==> src/rtl/hazard_unit.sv <==
// hazard_unit: pipeline stall/nop/forwarding controller for the 5-stage core.
// Tracks in-flight destinations in a private scoreboard, defers branch
// flushes that arrive during a memory wait, and keeps stall/bubble counters.
module hazard_unit #(
  parameter int unsigned REG_AW    = 5,
  parameter int unsigned HAZ_DEPTH = 3,
  parameter int unsigned FWD_EN    = 0,
  parameter int unsigned TIMEOUT   = 255,
  parameter int unsigned CNT_W     = 16
) (
  input  logic              clk,
  input  logic              rst,
  input  logic              id_valid,
  input  logic [REG_AW-1:0] id_rs1,
  input  logic [REG_AW-1:0] id_rs2,
  input  logic              id_use_rs1,
  input  logic              id_use_rs2,
  input  logic [REG_AW-1:0] id_rd,
  input  logic              id_regwrite,
  input  logic              id_is_load,
  input  logic              branch_PC_contral,
  input  logic              iready_n,
  input  logic              dready_n,
  input  logic              dbusy,
  input  logic [1:0]        MemRW_mem,
  output logic              stall_IF,
  output logic              stall_ID,
  output logic              stall_EX,
  output logic              stall_Mem,
  output logic              stall_WB,
  output logic              nop_IF,
  output logic              nop_ID,
  output logic              nop_EX,
  output logic              nop_Mem,
  output logic              nop_WB,
  output logic [2:0]        fwd_sel_rs1,
  output logic [2:0]        fwd_sel_rs2,
  output logic              mem_timeout,
  output logic [CNT_W-1:0]  stall_cycles,
  output logic [CNT_W-1:0]  bubble_cycles
);

  localparam int unsigned WAIT_W = (TIMEOUT < 1) ? 1 : $clog2(TIMEOUT + 1);

  typedef enum logic {
    ST_RUN      = 1'b0,
    ST_MEM_WAIT = 1'b1
  } state_e;

  state_e                 state_q, state_d;
  logic [HAZ_DEPTH-1:0]   sb_valid_q, sb_valid_d;
  logic [HAZ_DEPTH-1:0]   sb_load_q, sb_load_d;
  logic [REG_AW-1:0]      sb_rd_q [HAZ_DEPTH];
  logic [REG_AW-1:0]      sb_rd_d [HAZ_DEPTH];
  logic                   pending_q, pending_d;
  logic [WAIT_W-1:0]      wait_cnt_q, wait_cnt_d;
  logic                   timeout_q, timeout_d;
  logic [CNT_W-1:0]       stall_cnt_q, stall_cnt_d;
  logic [CNT_W-1:0]       bubble_cnt_q, bubble_cnt_d;

  logic                   mem_wait;
  logic                   flush;
  logic                   hazard_raw;
  logic                   hazard;
  logic [HAZ_DEPTH-1:0]   match1, match2;
  logic [2:0]             near1, near2;

  assign mem_wait = iready_n | (dready_n & MemRW_mem[1]) | (dbusy & MemRW_mem[0]);
  // A deferred flush fires only on the cycle the wait releases.
  assign flush    = ~mem_wait &
                    (branch_PC_contral | ((state_q == ST_MEM_WAIT) & pending_q));
  assign hazard   = ~mem_wait & ~flush & hazard_raw;

  assign mem_timeout   = timeout_q;
  assign stall_cycles  = stall_cnt_q;
  assign bubble_cycles = bubble_cnt_q;

  // Source/scoreboard matches, nearest producer and raw hazard detection.
  always_comb begin
    match1 = '0;
    match2 = '0;
    near1  = '0;
    near2  = '0;
    for (int k = 0; k < HAZ_DEPTH; k++) begin
      match1[k] = id_use_rs1 & sb_valid_q[k] & (sb_rd_q[k] == id_rs1);
      match2[k] = id_use_rs2 & sb_valid_q[k] & (sb_rd_q[k] == id_rs2);
    end
    for (int k = HAZ_DEPTH - 1; k >= 0; k--) begin
      if (match1[k]) near1 = 3'(k + 1);
      if (match2[k]) near2 = 3'(k + 1);
    end
    if (FWD_EN != 0) hazard_raw = (match1[0] | match2[0]) & sb_load_q[0];
    else             hazard_raw = (|match1) | (|match2);
  end

  // FSM state register.
  always_ff @(posedge clk) begin
    if (rst) state_q <= ST_RUN;
    else     state_q <= state_d;
  end

  // FSM next-state logic.
  always_comb begin
    state_d = state_q;
    case (state_q)
      ST_RUN:      if (mem_wait)  state_d = ST_MEM_WAIT;
      ST_MEM_WAIT: if (!mem_wait) state_d = ST_RUN;
      default:                    state_d = ST_RUN;
    endcase
  end

  // Stage controls: rst > memory wait > flush > data hazard.
  always_comb begin
    stall_IF    = 1'b0;
    stall_ID    = 1'b0;
    stall_EX    = 1'b0;
    stall_Mem   = 1'b0;
    stall_WB    = 1'b0;
    nop_IF      = 1'b0;
    nop_ID      = 1'b0;
    nop_EX      = 1'b0;
    nop_Mem     = 1'b0;
    nop_WB      = 1'b0;
    fwd_sel_rs1 = '0;
    fwd_sel_rs2 = '0;
    if (rst) begin
      nop_IF = 1'b1;
      nop_ID = 1'b1;
      nop_EX = 1'b1;
    end else begin
      if (mem_wait) begin
        stall_IF  = 1'b1;
        stall_ID  = 1'b1;
        stall_EX  = 1'b1;
        stall_Mem = 1'b1;
        nop_WB    = 1'b1;
      end else if (flush) begin
        nop_IF = 1'b1;
        nop_ID = 1'b1;
        nop_EX = 1'b1;
      end else if (hazard) begin
        stall_IF = 1'b1;
        stall_ID = 1'b1;
        nop_EX   = 1'b1;
      end
      if ((FWD_EN != 0) && !hazard_raw) begin
        fwd_sel_rs1 = near1;
        fwd_sel_rs2 = near2;
      end
    end
  end

  // Scoreboard shift, deferred flush, wait timer and counters.
  always_comb begin
    sb_valid_d   = sb_valid_q;
    sb_load_d    = sb_load_q;
    sb_rd_d      = sb_rd_q;
    pending_d    = pending_q;
    wait_cnt_d   = '0;
    timeout_d    = timeout_q;
    stall_cnt_d  = stall_cnt_q;
    bubble_cnt_d = bubble_cnt_q;
    if (!mem_wait) begin
      for (int k = 1; k < HAZ_DEPTH; k++) begin
        sb_valid_d[k] = sb_valid_q[k-1];
        sb_load_d[k]  = sb_load_q[k-1];
        sb_rd_d[k]    = sb_rd_q[k-1];
      end
      sb_valid_d[0] = id_valid & id_regwrite & (id_rd != '0) & ~hazard & ~flush;
      sb_load_d[0]  = id_is_load;
      sb_rd_d[0]    = id_rd;
    end
    if (flush)                              pending_d = 1'b0;
    else if (mem_wait && branch_PC_contral) pending_d = 1'b1;
    if (mem_wait) begin
      wait_cnt_d = (wait_cnt_q == WAIT_W'(TIMEOUT)) ? wait_cnt_q : wait_cnt_q + WAIT_W'(1);
      if (stall_cnt_q != '1) stall_cnt_d = stall_cnt_q + CNT_W'(1);
    end
    if (wait_cnt_d == WAIT_W'(TIMEOUT)) timeout_d = 1'b1;
    if (hazard && (bubble_cnt_q != '1)) bubble_cnt_d = bubble_cnt_q + CNT_W'(1);
  end

  // Registered state with synchronous reset.
  always_ff @(posedge clk) begin
    if (rst) begin
      sb_valid_q   <= '0;
      sb_load_q    <= '0;
      for (int k = 0; k < HAZ_DEPTH; k++) sb_rd_q[k] <= '0;
      pending_q    <= 1'b0;
      wait_cnt_q   <= '0;
      timeout_q    <= 1'b0;
      stall_cnt_q  <= '0;
      bubble_cnt_q <= '0;
    end else begin
      sb_valid_q   <= sb_valid_d;
      sb_load_q    <= sb_load_d;
      sb_rd_q      <= sb_rd_d;
      pending_q    <= pending_d;
      wait_cnt_q   <= wait_cnt_d;
      timeout_q    <= timeout_d;
      stall_cnt_q  <= stall_cnt_d;
      bubble_cnt_q <= bubble_cnt_d;
    end
  end

endmodule
==> config.mk <==
export PLATFORM = sky130hd
export DESIGN_NAME = hazard_unit
export DESIGN_NICKNAME = d
export VERILOG_FILES = /design/src/rtl/hazard_unit.sv
export SDC_FILE = /design/constraint.sdc
export NUM_CORES = 1
export LEC_CHECK = 0
export ABC_AREA = 1
export BUFFER_PORTS_ARGS = -buffer_cell sky130_fd_sc_hd__buf_2
export CAP_MARGIN = 20
export CORE_UTILIZATION = 54
export CTS_CLUSTER_SIZE = 20
export DETAILED_ROUTE_END_ITERATION = 16
export GPL_ROUTABILITY_DRIVEN = 0
export MAX_ROUTING_LAYER = met4
export PLACE_DENSITY = 0.79
export SLEW_MARGIN = 10
export SYNTH_ARGS = -nofsm -noshare
export SYNTH_HDL_FRONTEND = slang
export SYNTH_SLANG_ARGS = --single-unit
==> constraint.sdc <==
create_clock -name clk -period 1.75 [get_ports clk]
set_input_delay 0.35 -clock clk [delete_from_list [all_inputs] [get_ports clk]]
set_output_delay 0.35 -clock clk [all_outputs]
set_load 0.03 [all_outputs]
# Yosys cells after proc, flatten, opt, wreduce, memory -nomap -nowiden

Cells that the tools add are included.

Add/sub/neg operators: 3
Magnitude comparators: 0
Bitwise logic cells: 29
Multipliers: 0
Eq/ne operators: 10
Div/mod/pow operators: 0
Mux-type cells: 14
Shifts and indexed selects: 0
Reduce and logical (&&, ||, !) cells: 7

Operator list:

| cell                                                            | number |
|---|---|
| 16-bit by 1-bit adder with 16-bit output, second input constant | 2 |
| 16-bit inequality test, second input constant                   | 2 |
| 5-bit equality test                                             | 6 |
| 1-bit AND                                                       | 22 |
| 8-bit equality test, second input constant                      | 2 |
| 8-bit two-way mux                                               | 2 |
| 1-bit two-way mux                                               | 12 |
| 8-bit by 1-bit adder with 8-bit output, second input constant   | 1 |
| 3-bit OR reduction                                              | 2 |
| 5-bit nonzero test                                              | 1 |
| 1-bit OR                                                        | 4 |
| 1-bit NOT                                                       | 3 |
| 1-bit logical AND                                               | 2 |
| 2-bit AND reduction                                             | 1 |
| 2-bit OR reduction                                              | 1 |

Word-level logic and storage cells: 73
Bits of input ports: 28
Bits in writable memories: 0
Memories kept: 0
Flip-flop bits (word level): 61
Memory bits (read-only): 0
Latch bits: 0
Output and inout port bits: 49

# Depth between registers and ports, before layout

Depth in word-level cells: 12
Depth in mapped cells: 13
Depth with buffers taken out: 12

# Least setup slack after synthesis

Ideal clock, no wire load.

Path type: input -> output
Start point: input dbusy
End point: output stall_IF
Data required time: 1400 ps
Cell stages on the path: 8
Slack: -650 ps
Data arrival time: 2050 ps
Path buffers: 2
Path through: nand2_1 > nand2_4 > clkbuf_1 > nor2_1 > nor2_1 > inv_1 > a31oi_1 > buf_4

Longest elaborated chain between the ends: 11

RTL lines:

| item                             | line   | text |
|---|---|---|
| from (decl)                      | 24     | `input logic dbusy,` |
| 1-bit AND *                      | 68     | `assign mem_wait = iready_n \| (dready_n & MemRW_mem[1]) \| (dbusy & MemRW_mem[0]);` |
| 1-bit OR *                       | 68     |  |
| 1-bit NOT                        | 70, 72 |  |
| 1-bit AND                        | 70     | `assign flush = ~mem_wait &` |
| 1-bit NOT                        | 72     | `assign hazard = ~mem_wait & ~flush & hazard_raw;` |
| 1-bit AND (2 in a row)           | 72     |  |
| 1-bit two-way mux (2 in a row)   | n/a    |  |
| 1-bit two-way mux * (2 in a row) | n/a    |  |
| to (decl)                        | 26     | `output logic stall_IF,` |

Every way passes the cells marked *; elsewhere a longest branch is shown, timed or not.

# Worst setup path after layout

Start point: register sb_rd_q[12] in the netlist's numbering
End point: output stall_IF

Longest elaborated chain between the ends: 9
Elaborated cells on any way between the ends: 12
Classes of those cells: eq/ne (2); mux (4); bitwise (4); reduce/logical (2)

RTL lines:

| item                                   | line   | text |
|---|---|---|
| from (decl)                            | 53     | `logic [REG_AW-1:0] sb_rd_q [HAZ_DEPTH];` |
| from (signal assigned)                 | 197    | `sb_rd_q <= sb_rd_d;` |
| 5-bit equality test (on tied branches) | 85, 86 |  |
| 1-bit AND (on tied branches)           | 85, 86 |  |
| 3-bit OR reduction                     | 93     | `else hazard_raw = (\|match1) \| (\|match2);` |
| 1-bit OR *                             | 93     |  |
| 1-bit AND *                            | 72     |  |
| 1-bit two-way mux *                    | 141    | `end else if (hazard) begin` |
| 1-bit two-way mux *                    | 137    | `end else if (flush) begin` |
| 1-bit two-way mux *                    | 131    | `if (mem_wait) begin` |
| 1-bit two-way mux *                    | 126    | `if (rst) begin` |

Marked as above.

==> impl_metrics.yaml <==
clock_network:
  clk_transition_reported_paths_ns: 0.08
  cts_max_level: 3
  worst_skew_pair.late_latency_ns: 0.35
  clkSinkCount: 61
  cts_root_buf: "clkbuf_8"
  cts.path.max_buffers: 2
  cts_hold_buf: 0
  number_of_buffers_created_by_cts: 9
  tritoncts: "built"
outcome:
  failed_checks: "negative setup slack"
  run_status: "complete, but fails checks"
detailed_routing:
  wl_per_cell_um: 12.7
  antenna_left: 0
  detail_route.wirelength_mm: 9.46
  post_drt_via_cell_ratio: 5.26
  num_vias: 3906
  pre_repair_dr_iteration_count: 6
  post-route-drc-count: 0
  drt_first_iter_violations: 189
sta:
  fin_crit_ns: 1.98
  timing_hold_violations_final: 0
  slew_viol_final: 0
  final_critical_path_setup_slack_ns: -0.233
  fin_worst_skew_ns: 0.00534
  grt_setup_unrepaired: "true"
  fmaxAchievable_mhz: 504
  timing.final.crit_share: 1.13
  number_of_setup_violations_in_the_final_report: 3
worst_setup_path:
  critical_path_arrival_ns: 1.63
  timing.critical_path.to_type: "output port"
  rr_worst_depth: 13
  path_class: "register to output port"
  crit_fanout: 4
  critical_path_required_ns: 1.40
  worstSetupStartpointType: "register"
cells_and_area:
  fin_cells: 742
  drive_gt1_frac: 0.323
  num-nets-final: 688
  regArea_um2: 1250
  n_fill_cell: 596
  antenna_cells: 0
  postLayoutCoreUtil: 0.692
  multi_input_comb_area_um2: 2210
  layout-area-overhead-vs-synth_pct: 24.2
pwr:
  pnr_total_power_mw: 3.45
  power.static_leakage_nw: 2.15
  pwr_density_cell_nw_per_um2: 737
  vdd.ir_drop.worst_uv: 597
floorplanning:
  die-width_um: 85.5
  fp.coreArea_um2: 6760
  initial_core_util: 0.557
  pin_count: 77
  placementRows: 30
  die_h_um: 85.5
  floorplan.die_area_um2: 7310
grt:
  grt_pass1_wl_mm: 15.0
  grt.overflow.total: 0
  grt_start_max_net_pins: 33
  number_of_antenna_violations_at_the_first_check_in_global_routing: 0
  grt_pass1_vias: 3377
  grt_util_all_layers: 0.266
synth:
  library_cell_with_the_largest_summed_area_after_synthesis: "dfxtp_1"
  ys.warnings.count: 0
  synth-seq-cells: 61
  yosys.area.top_type_share: 0.324
  yosys.cell_types.count: 36
  sequential_area_share_after_synthesis: 0.324
  synth_area_per_cell_um2: 6.60
  top_area_cells_in_the_synthesized_netlist: "dfxtp_1, nand2_1, nor2_1"
  syn_inst: 571
  syn_area_um2: 3770
run:
  max_cap_viols: 0
place:
  detailedPlacementHpwl_mm: 6.60
  placedCellCount: 719
  buffer_ports.inserted: 67
hold_path:
  min_path_cells: 2
  hold_path_class: "primary input to register"
## metal layers
layer,global-route usage,part of all wire
met3,0.0462,0.049
met2,0.449,0.49
met4,0.103,0.023
met1,0.316,0.43
met5,-,0
## logic make-up (layout without fill, tap and decap cells)
family	count (synthesis)	after routing	synth area share
adders and majority gates	3	3	0.00997
AOI/OAI and AO/OA	86	86	0.128
and+or+nand+nor	303	304	0.366
DFF	61	61	0.324
buffers and inverters	100	183	0.132
xor gates and xnor gates	17	17	0.0395
other	1	8	0.000996
## repair_timing
| item | in CTS | in global routing |
|---|---|---|
| cloned | 0 | 2 |
| gates resized for setup | 27 | 35 |
| endpoints found under the hold margin | 0 | 0 |
| endpoints found under the setup margin | 8 | 31 |
| pin swaps | 6 | 16 |
| buffers inserted | 3 | 3 |
## worst max-delay path, stage by stage, from the launching register on
cell and delay, ns:
dfxtp_1 0.38, inv_2 0.06, nand2_1 0.06, nand2_1 0.06, nor2_1 0.10, nand3_1 0.11
nand2_2 0.10, nor2_4 0.05, a31oi_4 0.19, buf_6 0.16
## flip-flops by register name, summed over array words and instances, names as in the netlist
| name | count |
|---|---|
| bubble_cycles | 16 |
| stall_cycles | 16 |
| sb_rd_q | 15 |
| wait_cnt_q | 8 |
| sb_valid_q | 3 |
| mem_timeout | 1 |
| pending_q | 1 |
| state_q | 1 |
## stage by stage
step	cell area (um2)	setup TNS (ns)	hold slack (ns)	setup slack (ns)
global route	4680	-1.58	0.263	-0.345
floorplan	3840	-0.138	0.442	-0.0904
finish	4680	-0.681	0.243	-0.233
global placement	4220	-0.131	0.440	-0.0763
detailed placement	4220	-0.634	0.446	-0.0956
CTS	4550	-0.704	0.229	-0.241
## layout make-up
class / instances / area share
clock buffers: 10 / 0.0318
clock inverters: 6 / 0.0201
inverters: 70 / 0.0567
multi-input cells: 418 / 0.472
flip-flops and latches: 61 / 0.268
well taps: 80 / 0.0214
repair buffers: 97 / 0.130
## placed cells by master (no fill, tap or decap), drive strengths merged, types with 6 or more instances in the layout
cell type / n
clkbuf: 11
a21oi: 49
nor2: 62
xnor2: 7
conb: 8
clkinv: 6
o21ai: 32
buf: 96
nor3: 16
inv: 67
nand4: 25
nand2: 174
dfxtp: 61
xor2: 10
nand3: 25
## cell usage after synthesis
cell,n
a21oi_1,38
a21oi_2,11
a31oi_1,3
buf_12,1
buf_2,1
buf_4,13
buf_6,4
clkbuf_1,8
clkbuf_8,2
clkinv_1,3
conb_1,1
dfxtp_1,61
dlygate4sd1_1,1
ha_1,3
inv_1,54
inv_2,13
nand2_1,160
nand2_2,12
nand2_4,2
nand3_1,22
nand3_4,2
nand3b_1,1
nand4_1,25
nor2_1,58
nor2_2,2
nor2_4,1
nor2_8,1
nor3_1,14
nor3_4,2
nor4_1,1
o211ai_1,1
o21ai_0,25
o21ai_1,7
o31ai_1,1
xnor2_1,7
xor2_1,10
## final timing paths
check,from,slack [ns],to
worst min-delay path,rst,0.24,sb_valid_q[2]
worst min register to register,stall_cycles[0],0.46,stall_cycles[0]
worst max-delay path,sb_rd_q[12],-0.23,stall_IF
worst max register to register,sb_rd_q[1],0.09,bubble_cycles[12]
## power by group
group          switching, mW  total [mW]  internal, mW
Sequential            0.0406        1.47          1.43
Clock                  0.625        1.52         0.895
Combinational          0.298       0.456         0.158
Note: power is estimated with default switching activity, not from simulation.
